### src/rtl/adc_ser_master_pkg.sv
// rtl/adc_ser_master_pkg.sv - shared FSM encoding and default timing constants for the ADC serial masters
// Contents:
//   state_t        FSM state encoding (IDLE, CSTART, WAIT_HI, WAIT_LO, FRAME, END)
//   *_DEF          default SCLK_DIV / CSTART_W / TIMEOUT / DW / FRAME_BITS shared by ADC0..2
//   CMD_W          width of the command word shifted out on sdo
//   is_wait()      true for the two end-of-conversion wait states
package adc_ser_master_pkg;

   typedef enum logic [2:0] {
      ST_IDLE    = 3'd0,
      ST_CSTART  = 3'd1,
      ST_WAIT_HI = 3'd2,
      ST_WAIT_LO = 3'd3,
      ST_FRAME   = 3'd4,
      ST_END     = 3'd5
   } state_t;

   localparam int SCLK_DIV_DEF   = 4;
   localparam int CSTART_W_DEF   = 8;
   localparam int TIMEOUT_DEF    = 4096;
   localparam int DW_DEF         = 14;
   localparam int FRAME_BITS_DEF = 16;
   localparam int CMD_W          = 16;

   // The timeout window spans both wait states, so the shared counter must
   // survive the WAIT_HI -> WAIT_LO hop.
   function automatic logic is_wait(input state_t s);
      return (s == ST_WAIT_HI) || (s == ST_WAIT_LO);
   endfunction

endpackage

### src/rtl/adc_ser_master_sclk_gen.sv
// rtl/adc_ser_master_sclk_gen.sv - sclk generator with half-period counter and edge strobes
// Ports:
//   clk_in     in   system clock
//   rst_board  in   asynchronous active-low reset
//   en         in   run the generator; low clears the counter and parks sclk low
//   sclk       out  serial clock register, idles low
//   rise       out  strobe in the cycle whose closing clk_in edge raises sclk
//   fall       out  strobe in the cycle whose closing clk_in edge lowers sclk
module adc_ser_master_sclk_gen
   import adc_ser_master_pkg::*;
#(
   parameter int SCLK_DIV = SCLK_DIV_DEF
) (
   input  logic clk_in,
   input  logic rst_board,
   input  logic en,
   output logic sclk,
   output logic rise,
   output logic fall
);

   localparam int HC_W = (SCLK_DIV > 1) ? $clog2(SCLK_DIV) : 1;
   localparam logic [HC_W-1:0] HC_LAST = HC_W'(SCLK_DIV - 1);

   logic [HC_W-1:0] hc;
   logic            wrap;

   assign wrap = en && (hc == HC_LAST);
   assign rise = wrap && !sclk;
   assign fall = wrap && sclk;

   always_ff @(posedge clk_in or negedge rst_board) begin
      if (!rst_board) begin
         hc   <= '0;
         sclk <= 1'b0;
      end else if (!en) begin
         hc   <= '0;
         sclk <= 1'b0;
      end else if (wrap) begin
         hc   <= '0;
         sclk <= ~sclk;
      end else begin
         hc <= hc + 1'b1;
      end
   end

endmodule

### src/rtl/adc_ser_master.sv
// rtl/adc_ser_master.sv - serial ADC initiator: cstart pulse, EOC wait, one framed cmd/sample transfer
// Ports:
//   clk_in     in   system clock
//   rst_board  in   asynchronous active-low reset
//   start      in   1-cycle conversion request, ignored while busy
//   cmd        in   16-bit command, latched on accepted start
//   cs         out  ADC chip select, active low
//   cstart     out  conversion start, active low
//   int_n      in   ADC end-of-conversion, active low, asynchronous
//   sclk       out  serial clock, idles low
//   fs         out  frame sync, active high
//   sdo        out  command data to ADC
//   sdi        in   sample data from ADC, changes after sclk rise
//   data       out  last captured sample
//   data_vld   out  1-cycle pulse when data updates
//   busy       out  high from accepted start until back in IDLE
//   timeout    out  1-cycle pulse when the EOC wait aborts
module adc_ser_master
   import adc_ser_master_pkg::*;
#(
   parameter int SCLK_DIV   = SCLK_DIV_DEF,
   parameter int CSTART_W   = CSTART_W_DEF,
   parameter int TIMEOUT    = TIMEOUT_DEF,
   parameter int DW         = DW_DEF,
   parameter int FRAME_BITS = FRAME_BITS_DEF
) (
   input  logic             clk_in,
   input  logic             rst_board,
   input  logic             start,
   input  logic [CMD_W-1:0] cmd,
   output logic             cs,
   output logic             cstart,
   input  logic             int_n,
   output logic             sclk,
   output logic             fs,
   output logic             sdo,
   input  logic             sdi,
   output logic [DW-1:0]    data,
   output logic             data_vld,
   output logic             busy,
   output logic             timeout
);

   localparam int CNT_MAX = (TIMEOUT > CSTART_W) ?
                            ((TIMEOUT > SCLK_DIV) ? TIMEOUT : SCLK_DIV) :
                            ((CSTART_W > SCLK_DIV) ? CSTART_W : SCLK_DIV);
   localparam int CNT_W   = $clog2(CNT_MAX) + 1;
   localparam int BIT_W   = $clog2(FRAME_BITS + 1);

   localparam logic [CNT_W-1:0] CSTART_LAST = CNT_W'(CSTART_W - 1);
   localparam logic [CNT_W-1:0] TMO_LAST    = CNT_W'(TIMEOUT - 1);
   localparam logic [CNT_W-1:0] HALF_LAST   = CNT_W'(SCLK_DIV - 1);
   localparam logic [BIT_W-1:0] BIT_LAST    = BIT_W'(FRAME_BITS - 1);
   localparam logic [BIT_W-1:0] SDO_LAST    = BIT_W'(CMD_W - 1);
   localparam logic [BIT_W-1:0] DW_BITS     = BIT_W'(DW);

   state_t           state, state_nxt;
   logic             int_s1, int_s2;
   logic [CNT_W-1:0] cnt;
   logic [CMD_W-1:0] cmd_sr;
   logic [DW-1:0]    shift;
   logic [BIT_W-1:0] fall_cnt;
   logic             frame_run;
   logic             sclk_en, sclk_rise, sclk_fall;
   logic             last_fall;
   logic             cs_nxt, cstart_nxt, busy_nxt;

   // One setup cycle after FRAME entry before hc starts, giving the
   // 1 + 2*FRAME_BITS*SCLK_DIV frame body.
   assign sclk_en   = (state == ST_FRAME) && frame_run;
   assign last_fall = sclk_fall && (fall_cnt == BIT_LAST);

   adc_ser_master_sclk_gen #(
      .SCLK_DIV (SCLK_DIV)
   ) u_sclk_gen (
      .clk_in    (clk_in),
      .rst_board (rst_board),
      .en        (sclk_en),
      .sclk      (sclk),
      .rise      (sclk_rise),
      .fall      (sclk_fall)
   );

   always_ff @(posedge clk_in or negedge rst_board) begin
      if (!rst_board) state <= ST_IDLE;
      else            state <= state_nxt;
   end

   always_comb begin
      state_nxt = state;
      case (state)
         ST_IDLE:    if (start) state_nxt = ST_CSTART;
         ST_CSTART:  if (cnt == CSTART_LAST) state_nxt = ST_WAIT_HI;
         ST_WAIT_HI: begin
            if (int_s2)                state_nxt = ST_WAIT_LO;
            else if (cnt == TMO_LAST)  state_nxt = ST_IDLE;
         end
         ST_WAIT_LO: begin
            if (!int_s2)               state_nxt = ST_FRAME;
            else if (cnt == TMO_LAST)  state_nxt = ST_IDLE;
         end
         ST_FRAME:   if (last_fall) state_nxt = ST_END;
         ST_END:     if (cnt == HALF_LAST) state_nxt = ST_IDLE;
         default:    state_nxt = ST_IDLE;
      endcase
   end

   // Decoded from the next state and registered below so the pins never glitch.
   always_comb begin
      cs_nxt     = 1'b1;
      cstart_nxt = 1'b1;
      busy_nxt   = 1'b1;
      case (state_nxt)
         ST_IDLE:          busy_nxt   = 1'b0;
         ST_CSTART:        cstart_nxt = 1'b0;
         ST_FRAME, ST_END: cs_nxt     = 1'b0;
         default:          ;
      endcase
   end

   always_ff @(posedge clk_in or negedge rst_board) begin
      if (!rst_board) begin
         int_s1    <= 1'b1;
         int_s2    <= 1'b1;
         cnt       <= '0;
         cs        <= 1'b1;
         cstart    <= 1'b1;
         busy      <= 1'b0;
         fs        <= 1'b0;
         sdo       <= 1'b0;
         data      <= '0;
         data_vld  <= 1'b0;
         timeout   <= 1'b0;
         cmd_sr    <= '0;
         shift     <= '0;
         fall_cnt  <= '0;
         frame_run <= 1'b0;
      end else begin
         int_s1    <= int_n;
         int_s2    <= int_s1;
         cs        <= cs_nxt;
         cstart    <= cstart_nxt;
         busy      <= busy_nxt;
         frame_run <= (state == ST_FRAME);
         data_vld  <= (state == ST_END) && (state_nxt == ST_IDLE);
         timeout   <= is_wait(state) && (state_nxt == ST_IDLE);

         if ((state_nxt != state) && !(is_wait(state) && is_wait(state_nxt)))
            cnt <= '0;
         else if (cnt != '1)
            cnt <= cnt + 1'b1;

         if ((state == ST_IDLE) && start)
            cmd_sr <= cmd;

         if ((state != ST_FRAME) && (state_nxt == ST_FRAME)) begin
            fs       <= 1'b1;
            sdo      <= cmd_sr[CMD_W-1];
            fall_cnt <= '0;
         end else if ((state == ST_FRAME) && sclk_fall) begin
            fs <= 1'b0;
            if (fall_cnt < SDO_LAST) begin
               sdo    <= cmd_sr[CMD_W-2];
               cmd_sr <= cmd_sr << 1;
            end
            if (fall_cnt < DW_BITS)
               shift <= {shift[DW-2:0], sdi};
            if (fall_cnt != BIT_LAST)
               fall_cnt <= fall_cnt + 1'b1;
         end else if (state != ST_FRAME) begin
            fall_cnt <= '0;
         end

         if ((state == ST_END) && (state_nxt == ST_IDLE)) begin
            data <= shift;
            sdo  <= 1'b0;
         end
      end
   end

endmodule

### config.mk
export PLATFORM = sky130hd
export DESIGN_NAME = adc_ser_master
export DESIGN_NICKNAME = d
export VERILOG_FILES = /design/src/rtl/adc_ser_master_pkg.sv /design/src/rtl/adc_ser_master_sclk_gen.sv /design/src/rtl/adc_ser_master.sv
export SDC_FILE = /design/constraint.sdc
export NUM_CORES = 1
export LEC_CHECK = 0
export ABC_CLOCK_PERIOD_IN_PS = 4000
export BUFFER_PORTS_ARGS = -buffer_cell sky130_fd_sc_hd__buf_2
export CAP_MARGIN = 10
export CORE_ASPECT_RATIO = 1.2
export CORE_MARGIN = 2
export CORE_UTILIZATION = 29
export CTS_BUF_LIST = sky130_fd_sc_hd__clkbuf_2
export DETAILED_ROUTE_END_ITERATION = 16
export PLACE_DENSITY_LB_ADDON = 0.15
export SLEW_MARGIN = 20
export SYNTH_ARGS = -nofsm -noshare
export SYNTH_HDL_FRONTEND = slang
export SYNTH_SLANG_ARGS = --single-unit
### constraint.sdc
create_clock -name clk_in -period 4 [get_ports clk_in]
set_clock_uncertainty 0.1 [all_clocks]
set_input_delay 0.2 -clock clk_in [delete_from_list [all_inputs] [get_ports clk_in]]
set_output_delay 0.2 -clock clk_in [all_outputs]
set_load 0.005 [all_outputs]
==> summary.txt, run 1 <==
Syn Nets: 321
P per Cell Area: 319 nW/µm²
Post-CTS Setup Inserts: 0
Slew Viols, Final: 0
MaxCap Viol Count: 0
# setup viols final: 0
antenna violations before repair: 0
relative slew slack: 0.350
min Tclk post-route: 2660 ps
sequential-to-total area share from yosys stat: 0.566
Setup TNS Final: 0 ps
Synth Area in XOR/XNOR: 0.0329
Critical Path AT: 3050 ps
startpoint type of the worst setup path: register
die height: 124 µm
Synth Area in Simple Gates: 0.163
EDFF count, synth: 0
full die area: 12800 µm²
largest family of logic cells by synthesized area: simple AND/OR/NAND/NOR gates
most common flop cell mapped by yosys: dfrtp_1
share of layout cells above drive strength 1: 0.288
clk buf depth: 2
drt drc: 0
CTS root buf: clkbuf_2
Yosys top cell by area: dfrtp_1
Pleak: 0.00187 µW
grt met3 use: 0.0272
GRT met1 Usage: 0.137
drt wl/cell: 12.4 µm
status: finished clean
GRT met2 Usage: 0.179
Antenna Cells: 0
Adder-Cell Fraction of Synth Area: 0.0145
unrepaired setup endpoints after global routing: no
mux cell area share after synthesis: 0.138
Worst-Margin Slew: 975 ps
CTS tree: yes
critical path peak fanout: 13
commonest non-fill, non-tap cells in the layout: dfrtp_1, buf_2, nand2_1
worst path required time: 4390 ps
maximum VDD drop: 0.144 mV
CP Capture Type: register
Synth top area share: 0.536
Worst-path clk slew: 240 ps
Reg2Reg Setup Slack: 1340 ps
Mapped Area: 3460 µm²
WS Path Type: reg -> reg
# IOs: 43
initial core utilization: 0.297
final hold vios: 0
first-pass GRT wire length: 11200 µm
yosys warns: 0
Vias: 2359
Skew-Pair Late Insertion Delay: 550 ps
Synth Area in Compound Gates: 0.0630
# nets final: 385
top cells by area, synth: dfrtp_1, mux2_2, mux2i_1, nand2_1, dfstp_2
synthesis-to-layout area growth: 21.0%
width of the die: 104 µm
dpl hpwl: 4350 µm
RD Place Congestion: 0.778
GR peak layer: met2
core area: 11600 µm²
vias in the first global route: 2275
# rows: 43
number of buffers created by CTS: 9
period utilization: 0.665
H-tree Lvls: 3
Syn Area/Cell: 11.7 µm²
total power: 1330 µW
ANT nets after route: 0
final instance area: 4180 µm²
IO buf count: 42
via/cell ratio: 4.52
Hold/Removal Path Class: in -> async
global route overflow: 0
commonest non-fill, non-tap cell in the layout: dfrtp_1
All-Layer GR Usage: 0.111
initial DRC count: 62
area post-placement: 3840 µm²
Synth Instances: 296
Routed WL: 6480 µm
Async S/R FF share, synth: 1.00
router iterations before antenna repair: 4
final-layout fill cell count: 1201
#FFs+latches synth: 78
Synth cell types: 47
Num Clock Sinks: 78
fmax: 0.376 GHz
pin count of the biggest net entering global routing: 79
## cell families (layout without fill, tap and decap cells)
kind of cell,count (synthesis),count (layout)
buffers and inverters,16,85
AO/OA/AOI/OAI,34,34
XOR/XNOR,13,13
AND/OR/NAND/NOR,107,107
multiplexers,44,44
flip-flops,78,78
adder cells (fa/ha/maj),4,4
## sequential cells by signal, summed over array words and instances, names as in the netlist, 2 cells and up
signal,cells
cmd_sr,16
cnt,13
data,14
fall_cnt,5
shift,14
state,3
u_sclk_gen.hc,2
## worst max-delay path, stage by stage (launching register included)
cell,delay (ps)
dfrtp_1,530
or4_4,620
nor4_4,310
o22ai_1,160
or3_1,330
a31o_2,360
nor3_1,200
## final timing paths
path | startpoint | end | cells after the start
setup / recovery | cnt[12]$_DFFE_PN0P_ | cnt[3]$_DFFE_PN0P_ | 6
hold reg to reg | int_s1$_DFF_PN1_ | int_s2$_DFF_PN1_ | 0
max in group asynchronous | rst_board | cmd_sr[3]$_DFF_PN0_ | 2
min in group clk_in | int_n | int_s1$_DFF_PN1_ | 2
setup reg to reg | cnt[12]$_DFFE_PN0P_ | cnt[3]$_DFFE_PN0P_ | 6
hold / removal | rst_board | data[6]$_DFFE_PN0P_ | 2
## cell usage after synthesis, types with 3 or more instances
cell type   n
xnor2_1     6
or3_1       3
nor3_1      7
a21oi_1     3
buf_2       3
dfstp_2     4
nand2_1    32
and3_1      3
nor4_1      3
nor2b_1     6
nor2_1     26
nand4_1     6
nand3_1     5
dfrtp_1    74
clkbuf_1    8
xor2_1      7
o21ai_0    19
mux2i_1    16
ha_1        4
mux2_2     28
## per-stage QoR
| step | worst slack (ps) | util | hold slack, ps | cells |
|---|---|---|---|---|
| 2_1_floorplan | 1550 | - | -196 | 296 |
| 3_3_place_gp | 1400 | 0.330 | 207 | 486 |
| 3_5_place_dp | 1330 | 0.330 | 207 | 486 |
| 4_1_cts | 1310 | 0.360 | 137 | 522 |
| 5_1_grt | 1160 | 0.360 | 138 | 522 |
| 6_report | 1340 | 0.360 | 193 | 522 |
## timing repair
item                                    4_1_cts  5_1_grt
endpoints found under the setup margin        0        0
endpoints found under the hold margin        93        0
hold buffers                                 20        0
gates resized for setup                       0        0
## final cells by class
class | instances | area, µm² | area share
Sequential cell | 78 | 1960 | 0.468
Clock buffer | 9 | 45.0 | 0.0108
Clock inverter | 7 | 98.8 | 0.0236
Timing Repair Buffer | 66 | 443 | 0.106
Inverter | 3 | 11.3 | 0.00269
Tap cell | 157 | 196 | 0.0469
Multi-Input combinational cell | 202 | 1430 | 0.342
## where the power goes
group / internal, µW / total (µW) / switching (µW)
combinational: 21.4 / 42.4 / 20.9
clock: 209 / 496 / 287
sequential: 793 / 794 / 1.04
## metal layers
layer | vias up | part of all wire | wire length, µm
li1 | 1176 | - | -
met1 | 1143 | 0.48 | 3120
met2 | 30 | 0.47 | 3040
met3 | 10 | 0.027 | 172
met4 | 0 | 0.023 | 149
met5 | - | 0 | 0
(Power assumes the default switching activity.)
==> inputs of run 2 (changes only) <==
--- a/config.mk
+++ b/config.mk
@@ -5,7 +5,7 @@
 export SDC_FILE = /design/constraint.sdc
 export NUM_CORES = 1
 export LEC_CHECK = 0
-export ABC_CLOCK_PERIOD_IN_PS = 4000
+export ABC_CLOCK_PERIOD_IN_PS = 2600
 export BUFFER_PORTS_ARGS = -buffer_cell sky130_fd_sc_hd__buf_2
 export CAP_MARGIN = 10
 export CORE_ASPECT_RATIO = 1.2
==> constraint.sdc (replaced) <==
create_clock -name clk_in -period 2.6 [get_ports clk_in]
set_clock_uncertainty 0.1 [all_clocks]
set_input_delay 0.13 -clock clk_in [delete_from_list [all_inputs] [get_ports clk_in]]
set_output_delay 0.13 -clock clk_in [all_outputs]
set_load 0.005 [all_outputs]
==> run 2 against run 1 <==
Net effect: critical path depth up 2; flip-flop and latch count unchanged; cell area up 3.6%; global-route usage up 0.64 points; register-to-register slack worse by 1200 ps; utilization up 1.3 points; final cell count up 2.5%; via count up 1.9%; combinational power up 56%; worst hold slack worse by 100 ps; count of clock-buffer cells in the layout up 1; critical endpoint unchanged.
==> summary.txt, run 2 (same netlist as run 1, synthesis figures left out) <==
worst flop-to-flop path startpoint: fall_cnt[0]$_DFFE_PN0P_
first-pass GRT wire length: 11900 µm (+6.7%)
cell family with most CP delay: simple AND/OR/NAND/NOR gates
Antenna Cells: 0 (unchanged)
Worst-path clk slew: 210 ps (-30 ps)
die height: 124 µm (unchanged)
Pleak: 0.00194 µW (+3.8%)
synthesis-to-layout area growth: 25.4%
Top reg by flops: cmd_sr
Setup TNS Final: 0 ps (unchanged)
CP Cell Sequence: ha_1 -> and3_1 -> ha_1 -> a32oi_1 -> o21ai_2 -> or3_1 -> a31o_4 -> nor3_1
WS Path Type: reg -> reg
# setup viols final: 0 (unchanged)
Hold/Removal Path Class: in -> async
CTS tree: yes
Critical Path Source: fall_cnt[0]$_DFFE_PN0P_
critical path peak fanout: 13 (unchanged)
CTS root buf: clkbuf_2
MaxCap Viol Count: 0 (unchanged)
core area: 11600 µm² (unchanged)
P per Cell Area: 465 nW/µm² (+46%)
drt wl/cell: 13.1 µm (+5.7%)
Vias: 2403 (+1.9%)
pin count of the biggest net entering global routing: 79 (unchanged)
commonest non-fill, non-tap cell in the layout: dfrtp_1
status: finished clean
critical path's slowest cell: dfrtp_1
initial DRC count: 57 (-8.1%)
full die area: 12800 µm² (unchanged)
Slew Viols, Final: 0 (unchanged)
initial core utilization: 0.297 (unchanged)
Slowest Stage Delay on Critical Path: 460 ps (-160 ps)
worst path required time: 2960 ps (-1430 ps)
Num Clock Sinks: 78 (unchanged)
fmax: 0.409 GHz (+8.8%)
relative slew slack: 0.532 (+0.181)
share of layout cells above drive strength 1: 0.317 (+0.0298)
maximum VDD drop: 0.277 mV (+92%)
dpl hpwl: 4610 µm (+6.2%)
# IOs: 43 (unchanged)
internal power: 1560 µW (+53%)
switching share of power: 0.224 (-0.00785)
unrepaired setup endpoints after global routing: no
H-tree Lvls: 3 (unchanged)
CP bufs+invs: 0 (unchanged)
width of the die: 104 µm (unchanged)
All-Layer GR Usage: 0.117 (+0.00641)
antenna violations before repair: 0 (unchanged)
number of buffers created by CTS: 9 (unchanged)
combinational power share: 0.033 (about the same)
via/cell ratio: 4.49 (-0.61%)
Routed WL: 7020 µm (+8.3%)
# rows: 43 (unchanged)
Clock Power Share: 0.362 (-0.010)
global route overflow: 0 (unchanged)
RD Place Congestion: 0.810 (+4.0%)
min Tclk post-route: 2450 ps (-214 ps)
vias in the first global route: 2372 (+4.3%)
placed cell count: 496 (+2.1%)
Largest regs: cmd_sr: 16 flops, data: 14 flops, shift: 14 flops
Sw Pwr: 452 µW (+46%)
Crit path top cell by count: ha_1
final hold vios: 0 (unchanged)
startpoint type of the worst setup path: register
ANT nets after route: 0 (unchanged)
max reg flops: 16 (unchanged)
Post-Layout Cell Count: 535 (+2.5%)
Critical Path AT: 2800 ps (-250 ps)
router iterations before antenna repair: 4 (unchanged)
clk buf depth: 2 (unchanged)
IO buf count: 42 (unchanged)
Worst-Margin Slew: 703 ps (-272 ps)
Skew-Pair Late Insertion Delay: 520 ps (-30 ps)
share of power burned in registers: 0.605 (+0.009)
drt drc: 0 (unchanged)
commonest non-fill, non-tap cells in the layout: dfrtp_1, buf_2, nand2_1
period utilization: 0.941 (+0.276)
CP Capture Type: register
# nets final: 398 (+3.4%)
==> run 2: cell types whose count changed in the layout (fill, tap and decap cells not counted), sizes merged <==
| cell | delta |
|---|---|
| clkinv | -1 |
| clkbuf | +1 |
| buf | +13 |
==> run 2: metrics by stage <==
stage	setup slack (ps)	utilization	total power (µW)	cell area (µm²)	hold WS, ps
floorplan	148	-	1250	3460	-266
global placement	101	0.340	1290	3950	137
detailed placement	63.1	0.340	1290	3950	136
CTS	25.2	0.368	2050	4280	62.6
global route	16.3	0.373	2120	4340	54.9
finish	154	0.373	2020	4340	90.2
==> run 2: final cells by class <==
cell class / instances / area (µm²)
multi-input combinational: 202 / 1460
inverter: 3 / 11.3
clock inverter: 6 / 76.3
clock buffer: 10 / 50.0
fill: 1198 / 7290
tap: 157 / 196
timing repair buffer: 79 / 582
sequential: 78 / 1960
==> run 2: worst paths after layout <==
path                                  endpoint  slack (ps)  depth (start not counted)
max                         cnt[3]$_DFFE_PN0P_         150                          8
min reg2reg                   int_s2$_DFF_PN1_         270                          0
min                        data[4]$_DFFE_PN0P_          90                          2
max reg2reg                 cnt[3]$_DFFE_PN0P_         150                          8
max in group asynchronous   cnt[8]$_DFFE_PN0P_        1820                          2
min in group clk_in           int_s1$_DFF_PN1_         120                          2
==> run 2: timing repair <==
action	CTS	global route
buffers inserted	0	3
gates resized for setup	0	6
setup endpoints to repair	0	10
hold buffers	20	0
endpoints found under the hold margin	93	0
==> run 2: power groups by stage <==
stage	logic, µW	registers (µW)	clock network [µW]
4_1_cts	68.5	1220	765
3_3_place_gp	45.3	1240	0
2_1_floorplan	3.73	1240	0
6_report	66.2	1220	730
5_1_grt	76.0	1220	826
3_5_place_dp	45.4	1240	0
==> run 2: per-layer routing <==
metal	GRT usage	up-vias	wire, µm
li1	-	1204	-
met1	0.153	1159	3330
met2	0.188	31	3370
met3	0.0272	9	206
met4	0.0532	0	113
met5	0	-	0
==> inputs of run 3 (changes only) <==
--- a/config.mk
+++ b/config.mk
@@ -8,6 +8,8 @@
 export ABC_CLOCK_PERIOD_IN_PS = 2600
 export BUFFER_PORTS_ARGS = -buffer_cell sky130_fd_sc_hd__buf_2
 export CAP_MARGIN = 10
+export CELL_PAD_IN_SITES_DETAIL_PLACEMENT = 0
+export CELL_PAD_IN_SITES_GLOBAL_PLACEMENT = 1
 export CORE_ASPECT_RATIO = 1.2
 export CORE_MARGIN = 2
 export CORE_UTILIZATION = 29
==> run 3 against run 2 <==
Net effect: fmax rose by 0.98%; register-to-register slack improved by 20 ps; utilization fell by 0.71 points; final cell count fell by 0.37%; count of clock-buffer cells in the layout fell by 1; clock power fell by 29%; via count rose by 1.0%; cell area fell by 1.9%; first-iteration DRC count rose by 98%; worst hold slack got worse by 7.4 ps; global-route usage fell by 0.10 points; routed wire length rose by 0.85%; largest power group unchanged.
==> summary.txt, run 3 (same netlist as run 1, synthesis figures left out) <==
Top reg by flops: cmd_sr
clk buf depth: 2 (unchanged)
reg2reg end: cnt[3]$_DFFE_PN0P_
final hold vios: 0 (unchanged)
combinational power share: 0.036 (+0.003)
min Tclk post-route: 2420 ps (-23.7 ps)
P per Cell Area: 425 nW/µm² (-8.7%)
Hold/Removal Path Class: in -> async
max reg flops: 16 (unchanged)
Slowest Stage Delay on Critical Path: 460 ps (about the same)
Antenna Cells: 0 (unchanged)
share of power burned in registers: 0.676 (+0.071)
commonest non-fill, non-tap cell in the layout: dfrtp_1
critical path peak fanout: 13 (unchanged)
Pleak: 0.00190 µW (-2.0%)
initial core utilization: 0.297 (unchanged)
vias in the first global route: 2401 (+1.2%)
period utilization: 0.932 (-0.00911)
Worst-path clk slew: 200 ps (about the same)
worst path required time: 2940 ps (-20 ps)
Crit path top cell by count: ha_1
CTS tree: yes
Num Clock Sinks: 78 (unchanged)
H-tree Lvls: 3 (unchanged)
maximum VDD drop: 0.194 mV (-30%)
RD Place Congestion: 0.790 (-2.4%)
startpoint type of the worst setup path: register
Reg2Reg Setup Slack: 180 ps (+20 ps)
# setup viols final: 0 (unchanged)
global route overflow: 0 (unchanged)
synthesis-to-layout area growth: 23.0%
via/cell ratio: 4.55 (+1.4%)
relative slew slack: 0.522 (-0.00965)
commonest non-fill, non-tap cells in the layout: dfrtp_1, buf_2, nand2_1
MaxCap Viol Count: 0 (unchanged)
full die area: 12800 µm² (unchanged)
fmax: 0.413 GHz (+0.98%)
worst flop-to-flop path startpoint: fall_cnt[0]$_DFFE_PN0P_
Sw Pwr: 445 µW (-1.6%)
IO buf count: 42 (unchanged)
# rows: 43 (unchanged)
drt wl/cell: 13.3 µm (+1.2%)
pin count of the biggest net entering global routing: 79 (unchanged)
number of buffers created by CTS: 9 (unchanged)
initial DRC count: 113 (+98%)
Skew-Pair Late Insertion Delay: 500 ps (-20 ps)
CP Cell Sequence: ha_1 -> and3_1 -> ha_1 -> a32oi_1 -> o21ai_2 -> or3_1 -> a31o_4 -> nor3_1
share of layout cells above drive strength 1: 0.309 (-0.00895)
dpl hpwl: 4730 µm (+2.4%)
CTS root buf: clkbuf_2
total power: 1810 µW (-10%)
Worst-Margin Slew: 717 ps (+14.5 ps)
switching share of power: 0.246 (+0.0221)
Routed WL: 7080 µm (+0.85%)
Vias: 2427 (+1.0%)
router iterations before antenna repair: 4 (unchanged)
width of the die: 104 µm (unchanged)
die height: 124 µm (unchanged)
Clock Power Share: 0.288 (-0.074)
ANT nets after route: 0 (unchanged)
internal power: 1360 µW (-13%)
final instance area: 4250 µm² (-1.9%)
status: finished clean
critical path's slowest cell: dfrtp_1
drt drc: 0 (unchanged)
CP Capture Type: register
first-pass GRT wire length: 11700 µm (-1.5%)
# nets final: 398 (unchanged)
# IOs: 43 (unchanged)
Critical Path AT: 2770 ps (-30 ps)
Largest regs: cmd_sr: 16 flops, data: 14 flops, shift: 14 flops
antenna violations before repair: 0 (unchanged)
All-Layer GR Usage: 0.116 (-0.00100)
core area: 11600 µm² (unchanged)
cell count of the worst reg-to-reg path: 8 (unchanged)
area post-placement: 3940 µm² (-0.32%)
Slew Viols, Final: 0 (unchanged)
WS Path Type: reg -> reg
run 3: stage by stage:
stage	std cells	worst slack [ps]	hold slack, ps	utilization	TNS [ps]
2_1_floorplan	296	148	-266	-	0
3_3_place_gp	496	91.3	136	0.339	0
3_5_place_dp	496	61.4	144	0.339	0
4_1_cts	530	23.2	81.3	0.363	0
5_1_grt	533	-1.67	67.1	0.366	-1.67
6_report	533	178	82.8	0.366	0
run 3: final cells by class:
type | count | area [µm²]
clock buffer | 9 | 45.0
clock inverter | 5 | 28.8
fill | 1208 | 7370
inverter | 3 | 11.3
multi-input combinational | 202 | 1450
sequential | 78 | 1960
tap | 157 | 196
timing repair buffer | 79 | 569
run 3: repair_timing:
action,4_1_cts,5_1_grt
buffers inserted,0,3
hold buffers,20,0
gates resized for setup,0,2
setup endpoints to repair,0,10
hold endpoints to repair,93,0
run 3: power by group through the flow:
stage / Clock (µW) / Combinational [µW] / Sequential [µW]
2_1_floorplan: 0 / 3.73 / 1240
3_3_place_gp: 0 / 44.6 / 1240
3_5_place_dp: 0 / 45.3 / 1240
4_1_cts: 562 / 68.7 / 1220
5_1_grt: 616 / 74.9 / 1220
6_report: 519 / 65.5 / 1220
run 3: worst max-delay path by stage:
stage,start,to
final,fall_cnt[0]$_DFFE_PN0P_,cnt[3]$_DFFE_PN0P_
after global routing,cnt[0]$_DFFE_PN0P_,cnt[3]$_DFFE_PN0P_
after CTS,cnt[8]$_DFFE_PN0P_,cnt[3]$_DFFE_PN0P_
after detailed placement,cnt[8]$_DFFE_PN0P_,cnt[3]$_DFFE_PN0P_
after global placement,cnt[8]$_DFFE_PN0P_,cnt[3]$_DFFE_PN0P_
after floorplan,cnt[12]$_DFFE_PN0P_,data[10]$_DFFE_PN0P_
run 3: routing by layer:
layer	vias up	wire [µm]	GRT usage
met1	1188	3230	0.145
met5	-	0	0
met4	0	94	0.0574
met2	36	3520	0.190
li1	1197	-	-
met3	6	240	0.0298
run 3: worst max-delay path, delay by kind of cell (launching register included):
kind / cells / cell delay [ps]
adders and majority gates: 2 / 440
AOI/OAI and AO/OA: 3 / 630
and+or+nand+nor: 3 / 730
DFF: 1 / 460
